`config.mk`:
```
export PLATFORM = sky130hd
export DESIGN_NAME = btb_update_ctrl
export DESIGN_NICKNAME = d
export VERILOG_FILES = /design/src/rtl/btb_update_ctrl.sv
export SDC_FILE = /design/constraint.sdc
export NUM_CORES = 1
export LEC_CHECK = 0
export BUFFER_PORTS_ARGS = -buffer_cell sky130_fd_sc_hd__buf_2
export CAP_MARGIN = 20
export CORE_ASPECT_RATIO = 1.5
export CORE_UTILIZATION = 55
export CTS_BUF_LIST = sky130_fd_sc_hd__clkbuf_4 sky130_fd_sc_hd__clkbuf_8 sky130_fd_sc_hd__clkbuf_16
export CTS_CLUSTER_DIAMETER = 80
export CTS_CLUSTER_SIZE = 16
export DETAILED_ROUTE_END_ITERATION = 8
export PLACE_DENSITY_LB_ADDON = 0.2
export SYNTH_ARGS = -nofsm -noshare
export SYNTH_HDL_FRONTEND = slang
export SYNTH_SLANG_ARGS = --single-unit
```
`constraint.sdc`:
```
create_clock -name clk -period 7.8 [get_ports clk]
set_input_delay 1.56 -clock clk [delete_from_list [all_inputs] [get_ports clk]]
set_output_delay 1.56 -clock clk [all_outputs]
set_load 0.05 [all_outputs]
```
`src/rtl/btb_update_ctrl.sv`:
```
// BTB sequencing controller: fetch-side prediction, EX-side mispredict detection,
// resolved-branch update queue draining into the shared BTB write port, post-reset invalidate sweep.
module btb_update_ctrl #(
  parameter int INDEX_BITS = 5,
  parameter int DEPTH      = 4
) (
  input  logic                  clk,
  input  logic                  reset,
  input  logic [31:0]           current_pc,
  input  logic                  btb_tag_match,
  input  logic [31:0]           btb_target,
  output logic                  pred_taken,
  output logic [31:0]           next_pc,
  input  logic                  ex_valid,
  input  logic [31:0]           ex_pc,
  input  logic                  ex_taken,
  input  logic [31:0]           ex_target,
  input  logic                  ex_pred_taken,
  input  logic [31:0]           ex_pred_target,
  output logic                  mispredict,
  output logic [31:0]           redirect_pc,
  output logic                  btb_wr_en,
  output logic [INDEX_BITS-1:0] btb_wr_index,
  output logic [31:0]           btb_wr_pc,
  output logic [31:0]           btb_wr_target,
  output logic                  btb_wr_valid,
  input  logic                  btb_wr_grant,
  output logic                  init_busy,
  output logic                  upd_full,
  output logic                  upd_ovf
);
  localparam int ENTRIES = 1 << INDEX_BITS;
  localparam int PW      = $clog2(DEPTH);

  typedef struct packed {
    logic [31:0] pc;
    logic        taken;
    logic [31:0] target;
  } upd_t;

  typedef enum logic {INIT, RUN} state_t;

  state_t                    state, state_nxt;
  logic [INDEX_BITS-1:0]     sweep_idx;
  logic [ENTRIES-1:0][1:0]   ctr;
  upd_t [DEPTH-1:0]          q;
  logic [PW-1:0]             rd_ptr, wr_ptr;
  logic [PW:0]               count;
  upd_t                      head;
  logic                      q_empty, pop, push_req, push;
  logic [INDEX_BITS-1:0]     head_idx;
  logic [1:0]                lookup_ctr, head_ctr;

  assign head       = q[rd_ptr];
  assign head_idx   = head.pc[INDEX_BITS+1:2];
  assign head_ctr   = ctr[head_idx];
  assign q_empty    = (count == '0);
  assign upd_full   = (count == (PW+1)'(DEPTH));
  assign init_busy  = (state == INIT);
  assign push       = push_req & (~upd_full | pop);

  // Prediction is suppressed while the table is being invalidated or held in reset.
  assign lookup_ctr = ctr[current_pc[INDEX_BITS+1:2]];
  assign pred_taken = reset & (state == RUN) & btb_tag_match & lookup_ctr[1];
  assign next_pc    = pred_taken ? btb_target : current_pc + 32'd4;

  assign mispredict  = ex_valid & ((ex_taken != ex_pred_taken) |
                                   (ex_taken & ex_pred_taken & (ex_target != ex_pred_target)));
  assign redirect_pc = ex_valid ? (ex_taken ? ex_target : ex_pc + 32'd4) : 32'd0;

  always_comb begin
    state_nxt     = state;
    btb_wr_en     = 1'b0;
    btb_wr_valid  = 1'b0;
    btb_wr_index  = '0;
    btb_wr_pc     = 32'd0;
    btb_wr_target = 32'd0;
    pop           = 1'b0;
    push_req      = 1'b0;
    case (state)
      INIT: begin
        btb_wr_en    = 1'b1;
        btb_wr_index = sweep_idx;
        if (btb_wr_grant && sweep_idx == {INDEX_BITS{1'b1}}) state_nxt = RUN;
      end
      RUN: begin
        push_req = ex_valid;
        if (!q_empty) begin
          if (head.taken) begin
            btb_wr_en     = 1'b1;
            btb_wr_valid  = 1'b1;
            btb_wr_index  = head_idx;
            btb_wr_pc     = head.pc;
            btb_wr_target = head.target;
            pop           = btb_wr_grant;
          end else begin
            // Not-taken resolutions only train the counter; no BTB write needed.
            pop = 1'b1;
          end
        end
      end
      default: state_nxt = INIT;
    endcase
    if (!reset) btb_wr_en = 1'b0;
  end

  always_ff @(posedge clk) begin
    if (!reset) begin
      state     <= INIT;
      sweep_idx <= '0;
      rd_ptr    <= '0;
      wr_ptr    <= '0;
      count     <= '0;
      upd_ovf   <= 1'b0;
      ctr       <= {ENTRIES{2'b01}};
    end else begin
      state <= state_nxt;
      if (state == INIT && btb_wr_grant) sweep_idx <= sweep_idx + 1'b1;
      if (push) begin
        q[wr_ptr] <= '{pc: ex_pc, taken: ex_taken, target: ex_target};
        wr_ptr    <= wr_ptr + 1'b1;
      end
      if (pop) rd_ptr <= rd_ptr + 1'b1;
      count <= count + (PW+1)'(push) - (PW+1)'(pop);
      if (push_req && !push) upd_ovf <= 1'b1;
      if (pop) begin
        if (head.taken && head_ctr != 2'b11)      ctr[head_idx] <= head_ctr + 2'b01;
        else if (!head.taken && head_ctr != 2'b00) ctr[head_idx] <= head_ctr - 2'b01;
      end
    end
  end
endmodule

```
Word level (Yosys, flattened, before mapping)
Cells that the tools add are included.
{"block": "op_classes", "add_sub_neg": 9, "n_mul": 0, "div_mod_pow": 0, "n_lt_le_gt_ge": 6, "eq_ne": 5, "n_shift": 0, "mux": 38, "bitwise": 11, "reduce_logical": 14}
{"cell": "2-to-1 mux 32 bit", "n": 9}
{"cell": "bitwise mux 260 bit", "n": 1}
{"cell": "binary-select mux 65 bit (select 2 bit)", "n": 1}
{"cell": "demux 65 bit (select 2 bit)", "n": 1}
{"cell": "2-to-1 mux 65 bit", "n": 2}
{"cell": "bitwise mux 64 bit", "n": 2}
{"cell": "2-to-1 mux 64 bit", "n": 2}
{"cell": "adder 32 x 3 -> 32 bit, second input constant", "n": 2}
{"cell": "inequality test 32 bit", "n": 1}
{"cell": "binary-select mux 2 bit (select 5 bit)", "n": 2}
{"cell": "less-than comparator 5 x 6 -> 1 bit, second input constant", "n": 2}
{"cell": "demux 2 bit (select 5 bit)", "n": 1}
{"cell": "2-to-1 mux 1 bit", "n": 10}
{"cell": "2-to-1 mux 5 bit", "n": 2}
{"cell": "case mux 5 bit (2 select lines)", "n": 1}
{"cell": "bitwise AND 1 bit", "n": 7}
{"cell": "logical AND 1 bit", "n": 7}
{"cell": "adder 2 x 1 -> 2 bit, second input constant", "n": 3}
{"cell": "less-than comparator 2 x 3 -> 1 bit, second input constant", "n": 2}
{"cell": "2-to-1 mux 2 bit", "n": 3}
{"cell": "adder 5 x 1 -> 5 bit, second input constant", "n": 1}
{"cell": "== test 5 bit, second input constant", "n": 1}
{"cell": ">= comparator 5 x 1 -> 1 bit, second input constant", "n": 1}
{"cell": "AND reduction 2 bit", "n": 2}
{"cell": "other kinds (13)", "n": 17}
{"block": "totals", "ff_bits": 338, "latchBits": 0, "ramBits": 0, "mem_bits_ro": 0, "in_bits": 167, "output_inout_bits": 140, "wordCells": 133, "memories": 0}

Longest topological paths before layout
Gate-level depths: netlist of the first run.
{"block": "logic_depth", "ltp_word": 9, "depth_mapped": 16, "depth_no_buf": 13}

Worst setup path before layout of the first run
OpenSTA, ideal clock, no wires.
{"block": "synth_timing", "kind": "input -> output", "start": "in current_pc[2]", "end": "out next_pc[2]", "arrival_ns": 4.585, "t_required_ns": 6.240, "slack_ns": 1.655, "path_stages": 7, "cell_sequence": "buf_2 > mux4_2 > mux4_2 > mux2i_1 > nor2_1 > clkbuf_1 > o21ai_0"}
{"block": "synth_between", "elab_chain_len": 4, "word_cells_on_any_way": 5, "cone_classes": "1 x add/sub; 3 x mux; 1 x bitwise"}
{"item": "start, declared", "line": "9", "text": "input logic [31:0] current_pc,"}
{"item": "binary-select mux 2 bit (select 5 bit)", "line": "63", "text": "assign lookup_ctr = ctr[current_pc[INDEX_BITS+1:2]];"}
{"item": "2-to-1 mux 2 bit (implied by the code)", "line": "63"}
{"item": "bitwise AND 1 bit", "line": "64", "text": "assign pred_taken = reset & (state == RUN) & btb_tag_match & lookup_ctr[1];"}
{"item": "net pred_taken", "line": "12", "text": "output logic pred_taken,"}
{"item": "2-to-1 mux 32 bit", "line": "65", "text": "assign next_pc = pred_taken ? btb_target : current_pc + 32'd4;"}
{"item": "end, declared", "line": "13", "text": "output logic [31:0] next_pc,"}
The timed path passes the listed nets, and every way through them passes these cells. The select of a mux whose other input is x is not followed.

Worst setup path in the final report of the first run
{"block": "layout_timing", "start": "in current_pc[2]", "end": "out next_pc[24]"}
{"block": "layout_between", "elab_chain_len": 4, "word_cells_on_any_way": 5, "cone_classes": "1 x add/sub; 3 x mux; 1 x bitwise"}
{"item": "parallel branches: the longest is 3 deep, another holds adder 32 x 3 -> 32 bit"}
{"item": "2-to-1 mux 32 bit (*)", "line": "65"}
Every way passes the cells marked *. The select of a mux whose other input is x is not followed.

==> results of run 1 <==
[registers in the layout, indices dropped and copies added (netlist names), named ones only]
| signal | cells |
|---|---|
| wr_ptr | 2 |
| sweep_idx | 5 |
| q | 260 |
| count | 3 |
| rd_ptr | 2 |
| ctr | 32 |
| upd_ovf | 1 |
| state | 1 |
[metal layers]
| layer | vias up | part of all wire [%] | GRT usage, % |
|---|---|---|---|
| met5 | - | 0.032 | 0 |
| met4 | 2 | 3.4 | 10.1 |
| met3 | 77 | 7.1 | 4.93 |
| met2 | 434 | 53 | 48.8 |
| met1 | 5224 | 37 | 32.3 |
| li1 | 4956 | - | - |
[worst paths after layout]
kind / end / slack [ns] / cells past startpoint
setup / recovery: next_pc[24] / 2.20 / 7
hold / removal: flop / 0.48 / 2
setup reg to reg: flop / 2.73 / 12
hold reg to reg: flop / 0.48 / 2
[logic make-up after synthesis]
family | after synthesis | share of synthesized area, %
multiplexers | 153 | 15.9
XOR/XNOR | 97 | 5.20
AND/OR/NAND/NOR | 394 | 13.2
adder cells (fa/ha/maj) | 14 | 1.12
AO/OA/AOI/OAI | 106 | 5.01
flip-flops | 338 | 57.3
buffers and inverters | 81 | 2.24
[placed cells by master, fill, tap and decap left out, types with 23 or more instances in the layout]
cell type | synthesis | routed
buf_2 | 4 | 307
edfxtp_1 | 260 | 260
nand2_1 | 136 | 136
and2_1 | 97 | 97
mux4_2 | 83 | 83
dfxtp_1 | 78 | 76
xnor2_1 | 61 | 60
mux2i_1 | 53 | 53
nor2b_1 | 44 | 44
o21ai_0 | 38 | 38
xor2_1 | 36 | 36
o211ai_2 | 28 | 28
clkbuf_16 | 0 | 25
nand4_1 | 23 | 23
[power groups by stage]
| stage | Combinational, mW | Clock [mW] | Sequential, mW |
|---|---|---|---|
| after floorplan | 0.160 | 0 | 1.98 |
| after global routing | 0.306 | 1.36 | 1.93 |
| after CTS | 0.288 | 1.29 | 1.93 |
| after detailed placement | 0.287 | 0 | 1.98 |
| after global placement | 0.285 | 0 | 1.98 |
| final | 0.288 | 1.27 | 1.93 |
[stage by stage]
| stage | cells | area (µm²) | power (mW) | hold slack, ns | setup WS [ns] |
|---|---|---|---|---|---|
| final | 1873 | 19000 | 3.49 | 0.477 | 2.20 |
| after global routing | 1870 | 19000 | 3.60 | 0.499 | 2.03 |
| after CTS | 1870 | 19000 | 3.51 | 0.479 | 2.19 |
| after detailed placement | 1825 | 18200 | 2.26 | 0.462 | 2.19 |
| after global placement | 1824 | 18200 | 2.26 | 0.455 | 2.03 |
| after floorplan | 1183 | 16300 | 2.14 | 0.446 | 1.65 |
[cell type report]
| type | count | area (µm²) | share of cell area, % |
|---|---|---|---|
| Tap cell | 390 | 488 | 2.57 |
| Sequential cell | 338 | 9370 | 49.4 |
| Antenna cell | 3 | 7.51 | 0.0396 |
| Clock inverter | 2 | 25.0 | 0.132 |
| Timing Repair Buffer | 317 | 1610 | 8.50 |
| Inverter | 16 | 60.1 | 0.317 |
| Multi-Input combinational cell | 764 | 6640 | 35.0 |
| Clock buffer | 43 | 761 | 4.01 |
[worst max-delay path: stages]
cell and delay (ns):
buf_2 0.31, mux4_2 0.57, mux4_2 0.48, mux2i_1 0.28, nor2_4 0.25, mux2_2 0.29
buf_2 0.26
==> impl_metrics.ini, run 1 <==
[clock_network]
clk_latency_ns = 0.55
post_cts_buffers = 0
cts_tree = built
htree_levels = 1
cts_buffer_depth = 3
cts_resized = 0
clkTransAtPathRegs_ns = 0.07
clkSinkCount = 338
ctsHoldBuffers = 0
cts_buffers = 25
cts-root-buf = clkbuf_16

[sta]
finalHoldViolCount = 0
finalMaxSlewViolations = 0
setup_viol = 0
period_share_pct = 71.8
tns_ns = 0
finClkSkew_ns = 0.0224
fin_crit_ns = 5.60
max_freq_mhz = 179
max_slew_margin_pct = 28.8
worst_pin_slew_ns = 1.07
rsz0062_at_grt = false

[route]
wl_per_cell_um = 21.7
routed_wl_mm = 40.7
ant_nets = 0
drc_errors = 0
vias = 10700
drt_iter0_drc = 750
firstDrtPassIters = 5
avgViaCountPerCell = 5.71

[final_layout]
area_growth_syn_to_layout_pct = 16.1
nets = 1643
drive_gt1_share_pct = 34.5
fin_util_pct = 65.4
fillers = 2181

[floorplanning]
design.core.area_mm2 = 0.0290
std_cell_rows = 76
io_pins = 307
die_h_um = 213
initial_core_util_pct = 56.4
die-area_mm2 = 0.0304
die_width_um = 143

[placed_design]
gp_congestion = 1.01
io_buffers = 306
dpl.hpwl_mm = 28.3

[logic_synthesis]
ys.flop_type = edfxtp_1
synth_edf_count = 260
ys_ff_latch = 338
synth_seq_area_share_pct = 57.3
synth.distinct_cells = 46
synth.most_common_cell = edfxtp_1
syn_inst = 1183
netlist_area_mm2 = 0.0163
synthTopCellsByCount = edfxtp_1, nand2_1, and2_1, mux4_2, dfxtp_1
yosysWarnings = 0
synth_area_leaders = edfxtp_1, mux4_2, dfxtp_1, and2_1, xnor2_1
synth_area_leader_cell = edfxtp_1
async_flop_share_pct = 0
syn_nets = 1364
synth_top_area_share_pct = 47.8
syn_area_per_cell_um2 = 13.8

[hold_path]
hold_path.class = flop to flop

[grt]
antenna_found_initial = 2
gr-total-overflow = 0
first_global_vias = 10500
grt_pass1_wl_mm = 60.7
grt_usage_pct = 27.2
grt_max_degree = 84

[setup_path]
cp-start-kind = input pin
crit_type = input pin to output port
end_kind = output port
r2r_start = rd_ptr[1]$_SDFFE_PN0P_
setup.worst_path.start = current_pc[2]
critical_path_peak_fanout = 59
required_ns = 6.24
crit_arrival_ns = 4.04

[power]
intPower_mw = 2.69
p_leak_nw = 7.40
seqPwrFrac_pct = 55.4
combPwrFrac_pct = 8.3
netSwitchingPower_uw = 798
ir_drop_uv = 240
swShare_pct = 22.8
power_density_mw_per_mm2 = 184
pwr-share-clk_pct = 36.4

[run_status]
outcome = completed

[run]
drv_cap = 0
Power figures use the tool's default switching activity.
==> run 2, diff against run 1 <==
- CORE_UTILIZATION: 55 -> 51
- clock period: 7.8 -> 4.7 ns (I/O delays scaled with it)
==> impl_metrics.ini, run 2 (same netlist as run 1, synthesis figures left out) <==
[final_layout]
fillers = 2471
fin_area_mm2 = 0.0193
largestRegisters = q (260), ctr (32), sweep_idx (5)
layout_commonest_cell = buf_2
drive_gt1_share_pct = 35.8
area_growth_syn_to_layout_pct = 18.2
layout_common_cells = buf_2, edfxtp_1, nand2_1, and2_1, mux4_2
nets = 1673
largest_reg_flops = 260
regMostFlops = q

[sta]
tns_ns = 0
worst_pin_slew_ns = 0.907
max_freq_mhz = 234
setup_viol = 0
rsz0062_at_grt = false
finalHoldViolCount = 0
fin_crit_ns = 4.27
period_share_pct = 90.8
finClkSkew_ns = 0.0175
finalMaxSlewViolations = 0
max_slew_margin_pct = 39.5
holdWs_ns = 0.476

[power]
pwr-share-clk_pct = 36.5
netSwitchingPower_mw = 1.33
p_leak_nw = 7.57
intPower_mw = 4.47
ir_drop_uv = 360
combPwrFrac_pct = 8.2
power_density_mw_per_mm2 = 300
seqPwrFrac_pct = 55.3
swShare_pct = 23.0

[route]
drc_errors = 0
vias = 10900
wl_per_cell_um = 21.4
firstDrtPassIters = 4
ant_nets = 0
avgViaCountPerCell = 5.66
drt_iter0_drc = 571
routed_wl_mm = 41.0

[clock_network]
cts-root-buf = clkbuf_16
clk_latency_ns = 0.54
cts_buffers = 25
cts_tree = built
clkSinkCount = 338
post_cts_buffers = 0
clkTransAtPathRegs_ns = 0.07
cts_resized = 0
cts_buffer_depth = 3
ctsHoldBuffers = 0
htree_levels = 1

[floorplanning]
die-area_mm2 = 0.0328
design.core.area_mm2 = 0.0312
std_cell_rows = 79
initial_core_util_pct = 52.3
die_h_um = 221
io_pins = 307
die_width_um = 148

[setup_path]
cp-start-kind = input pin
reg2reg_depth = 14
crit_type = input pin to output port
required_ns = 3.76
end_kind = output port
crit_arrival_ns = 3.33
critical_path_peak_fanout = 59

[grt]
first_global_vias = 11000
grt_usage_pct = 25.3
grt_pass1_wl_mm = 62.6
antenna_found_initial = 1
grt_max_degree = 84
gr-total-overflow = 0

[run_status]
outcome = completed

[placed_design]
gp_congestion = 0.932
io_buffers = 306
placed_area_mm2 = 0.0185
dpl.hpwl_mm = 28.2

[hold_path]
hold_path.class = flop to flop
whs_path_depth = 2

[run]
drv_cap = 0
## run 2: cell types whose count changed in the layout (fill, tap and decap cells not counted), sizes merged
cell / previous run / this run
buf: 317 / 347
diode: 3 / 2
## run 2: path summary, 6_finish.rpt
check	startpoint	to	slack (ns)
worst min-delay path	flop	flop	0.48
worst max-delay path	current_pc[2]	next_pc[24]	0.43
worst min register to register	flop	flop	0.48
worst max register to register	rd_ptr[0]$_SDFFE_PN0P_	flop	0.68
## run 2: power groups by stage
stage / Sequential (mW) / Combinational (mW) / Clock (mW)
after floorplan: 3.28 / 0.265 / 0
after global placement: 3.28 / 0.473 / 0
after detailed placement: 3.28 / 0.477 / 0
after CTS: 3.21 / 0.479 / 2.16
after global routing: 3.21 / 0.507 / 2.26
final: 3.21 / 0.478 / 2.12
## run 2: layer usage
layer / up-vias / part of all wire [%] / track usage [%]
met5: - / 0 / 0
met4: 0 / 3.0 / 8.71
met3: 58 / 6.1 / 3.34
met2: 383 / 54 / 46.8
met1: 5385 / 37 / 29.6
li1: 5024 / - / -
## run 2: critical path, cell delays in order
cell and delay, ns:
buf_2 0.27, mux4_2 0.55, mux4_2 0.47, mux2i_1 0.31, nor2_4 0.08, buf_12 0.18, mux2_2 0.29, buf_2 0.21
## run 2: area by class of cell
type	count	area (µm²)	share of cell area (%)
Antenna cell	2	5.00	0.0259
Clock buffer	43	761	3.94
Clock inverter	2	25.0	0.129
Inverter	16	60.1	0.311
Multi-Input combinational cell	764	6640	34.4
Sequential cell	338	9380	48.5
Tap cell	405	507	2.62
Timing Repair Buffer	347	1950	10.1
## run 2: through the flow
step | power, mW | util (%) | worst slack [ns] | std cells
5_1_grt | 5.98 | 61.9 | 0.298 | 1916
6_report | 5.81 | 61.9 | 0.434 | 1917
2_1_floorplan | 3.54 | - | 0.0933 | 1183
3_3_place_gp | 3.75 | 59.3 | 0.396 | 1869
3_5_place_dp | 3.75 | 59.3 | 0.348 | 1869
4_1_cts | 5.85 | 61.8 | 0.353 | 1914
==> run 3, diff against run 2 <==
- CORE_ASPECT_RATIO: 1.5 -> not set
- CORE_UTILIZATION: 51 -> 45
==> impl_metrics.ini, run 3 (same netlist as run 1, synthesis figures left out) <==
[run_status]
outcome = complete, but fails checks
failed_checks = design-rule violations

[clock_network]
cts_buffers = 25
htree_levels = 1
clkTransAtPathRegs_ns = 0.07
post_cts_buffers = 0
clk_latency_ns = 0.56
cts_buffer_depth = 3
cts-root-buf = clkbuf_16
clkSinkCount = 338
cts_tree = built

[placed_design]
preCtsSetupSlack_ns = 0.328
io_buffers = 306
gp_congestion = 0.850
dpl.hpwl_mm = 29.4

[final_layout]
layout_common_cells = buf_2, edfxtp_1, nand2_1, and2_1, mux4_2
layout_commonest_cell = buf_2
drive_gt1_share_pct = 35.4
regMostFlops = q
largestRegisters = q (260), ctr (32), sweep_idx (5)
largest_reg_flops = 260
area_growth_syn_to_layout_pct = 18.1
fillers = 3045
nets = 1664

[power]
intPower_mw = 4.47
seqPwrFrac_pct = 55.0
swShare_pct = 23.4
ir_drop_uv = 242
combPwrFrac_pct = 8.1
power_density_mw_per_mm2 = 302
pwr-share-clk_pct = 36.8
p_leak_nw = 7.53
netSwitchingPower_mw = 1.36

[run]
drv_cap = 0

[sta]
finalMaxSlewViolations = 0
finClkSkew_ns = 0.0178
fin_crit_ns = 4.38
setup_viol = 0
max_freq_mhz = 228
worst_pin_slew_ns = 1.10
max_slew_margin_pct = 26.7
period_share_pct = 93.1
finalHoldViolCount = 0
rsz0062_at_grt = false
tns_ns = 0
fin_ws_ns = 0.322

[route]
routed_wl_mm = 41.7
wl_per_cell_um = 21.2
avgViaCountPerCell = 5.46
highest_layer = met5
firstDrtPassIters = 6
met1_length_mm = 18.1
met2_length_mm = 21.1
drc_errors = 12
vias = 10700
wl_met3_mm = 1.85
ant_nets = 0
drt_iter0_drc = 611

[setup_path]
cp-start-kind = input pin
critical_path_peak_fanout = 59
crit_arrival_ns = 3.44
required_ns = 3.76
crit_type = input pin to output port
end_kind = output port

[floorplanning]
die-area_mm2 = 0.0371
design.core.area_mm2 = 0.0357
initial_core_util_pct = 45.8
std_cell_rows = 69
die_h_um = 193
io_pins = 307
die_width_um = 193

[grt]
gr-total-overflow = 0
first_global_vias = 10500
grt_max_degree = 60
grt_usage_pct = 22.4
antenna_found_initial = 2
grt_pass1_wl_mm = 62.6

[hold_path]
hold_path.class = flop to flop
## run 3: cell count changes in the layout (fill, tap and decap cells not counted)
| cell | change |
|---|---|
| and3_2 | -2 |
| clkinv_4 | +1 |
| buf_12 | -3 |
| and3_4 | +2 |
| inv_16 | +1 |
| buf_4 | -7 |
| clkbuf_4 | -1 |
| inv_12 | -1 |
| buf_6 | +1 |
## run 3: stage by stage
step	hold WS, ns	power [mW]	cells	util (%)	cell area (µm²)
6_report	0.474	5.83	1964	54.1	19300
2_1_floorplan	0.446	3.54	1183	-	16300
3_3_place_gp	0.459	3.75	1917	51.9	18500
3_5_place_dp	0.461	3.75	1917	51.9	18500
5_1_grt	0.492	6.00	1962	54.1	19300
4_1_cts	0.480	5.87	1962	54.1	19300
## run 3: power by group through the flow
| stage | clock, mW | combinational [mW] | sequential [mW] |
|---|---|---|---|
| after CTS | 2.18 | 0.476 | 3.21 |
| after floorplan | 0 | 0.265 | 3.28 |
| after detailed placement | 0 | 0.475 | 3.28 |
| after global routing | 2.29 | 0.506 | 3.21 |
| final | 2.15 | 0.475 | 3.21 |
| after global placement | 0 | 0.472 | 3.28 |
## run 3: per-layer routing
metal  vias to the layer above  track usage [%]
met3                        53             3.09
met1                      5400             30.7
li1                       5000                -
met5                         -                0
met4                         2             4.12
met2                       266             38.1
## run 3: final timing paths
kind | start | depth (start not counted) | to | slack (ns)
max reg2reg | rd_ptr[0]$_SDFFE_PN0P_ | 14 | ctr[43]$_SDFFE_PN0P_ | 0.61
min reg2reg | flop | 2 | flop | 0.47
min | flop | 2 | flop | 0.47
max | current_pc[2] | 7 | next_pc[17] | 0.32
## run 3: layout make-up
class / instances / area [µm²] / share of cell area, %
tap: 461 / 577 / 2.99
clock buffer: 42 / 753 / 3.90
multi-input combinational: 764 / 6650 / 34.4
sequential: 338 / 9380 / 48.6
inverter: 16 / 60.1 / 0.311
antenna: 2 / 5.00 / 0.0259
timing repair buffer: 338 / 1850 / 9.59
clock inverter: 3 / 37.5 / 0.194
## run 3: what timing repair did
item	4_1_cts	5_1_grt
hold buffers	0	0
hold endpoints to repair	0	0
gates resized for setup	0	1
endpoints found under the setup margin	0	1
## run 3: critical path, stage by stage
cell and delay, ns:
buf_2 0.32, mux4_2 0.31, mux4_2 0.23, mux2i_1 0.12, nor2_4 0.87, mux2_2 0.43, buf_2 0.21
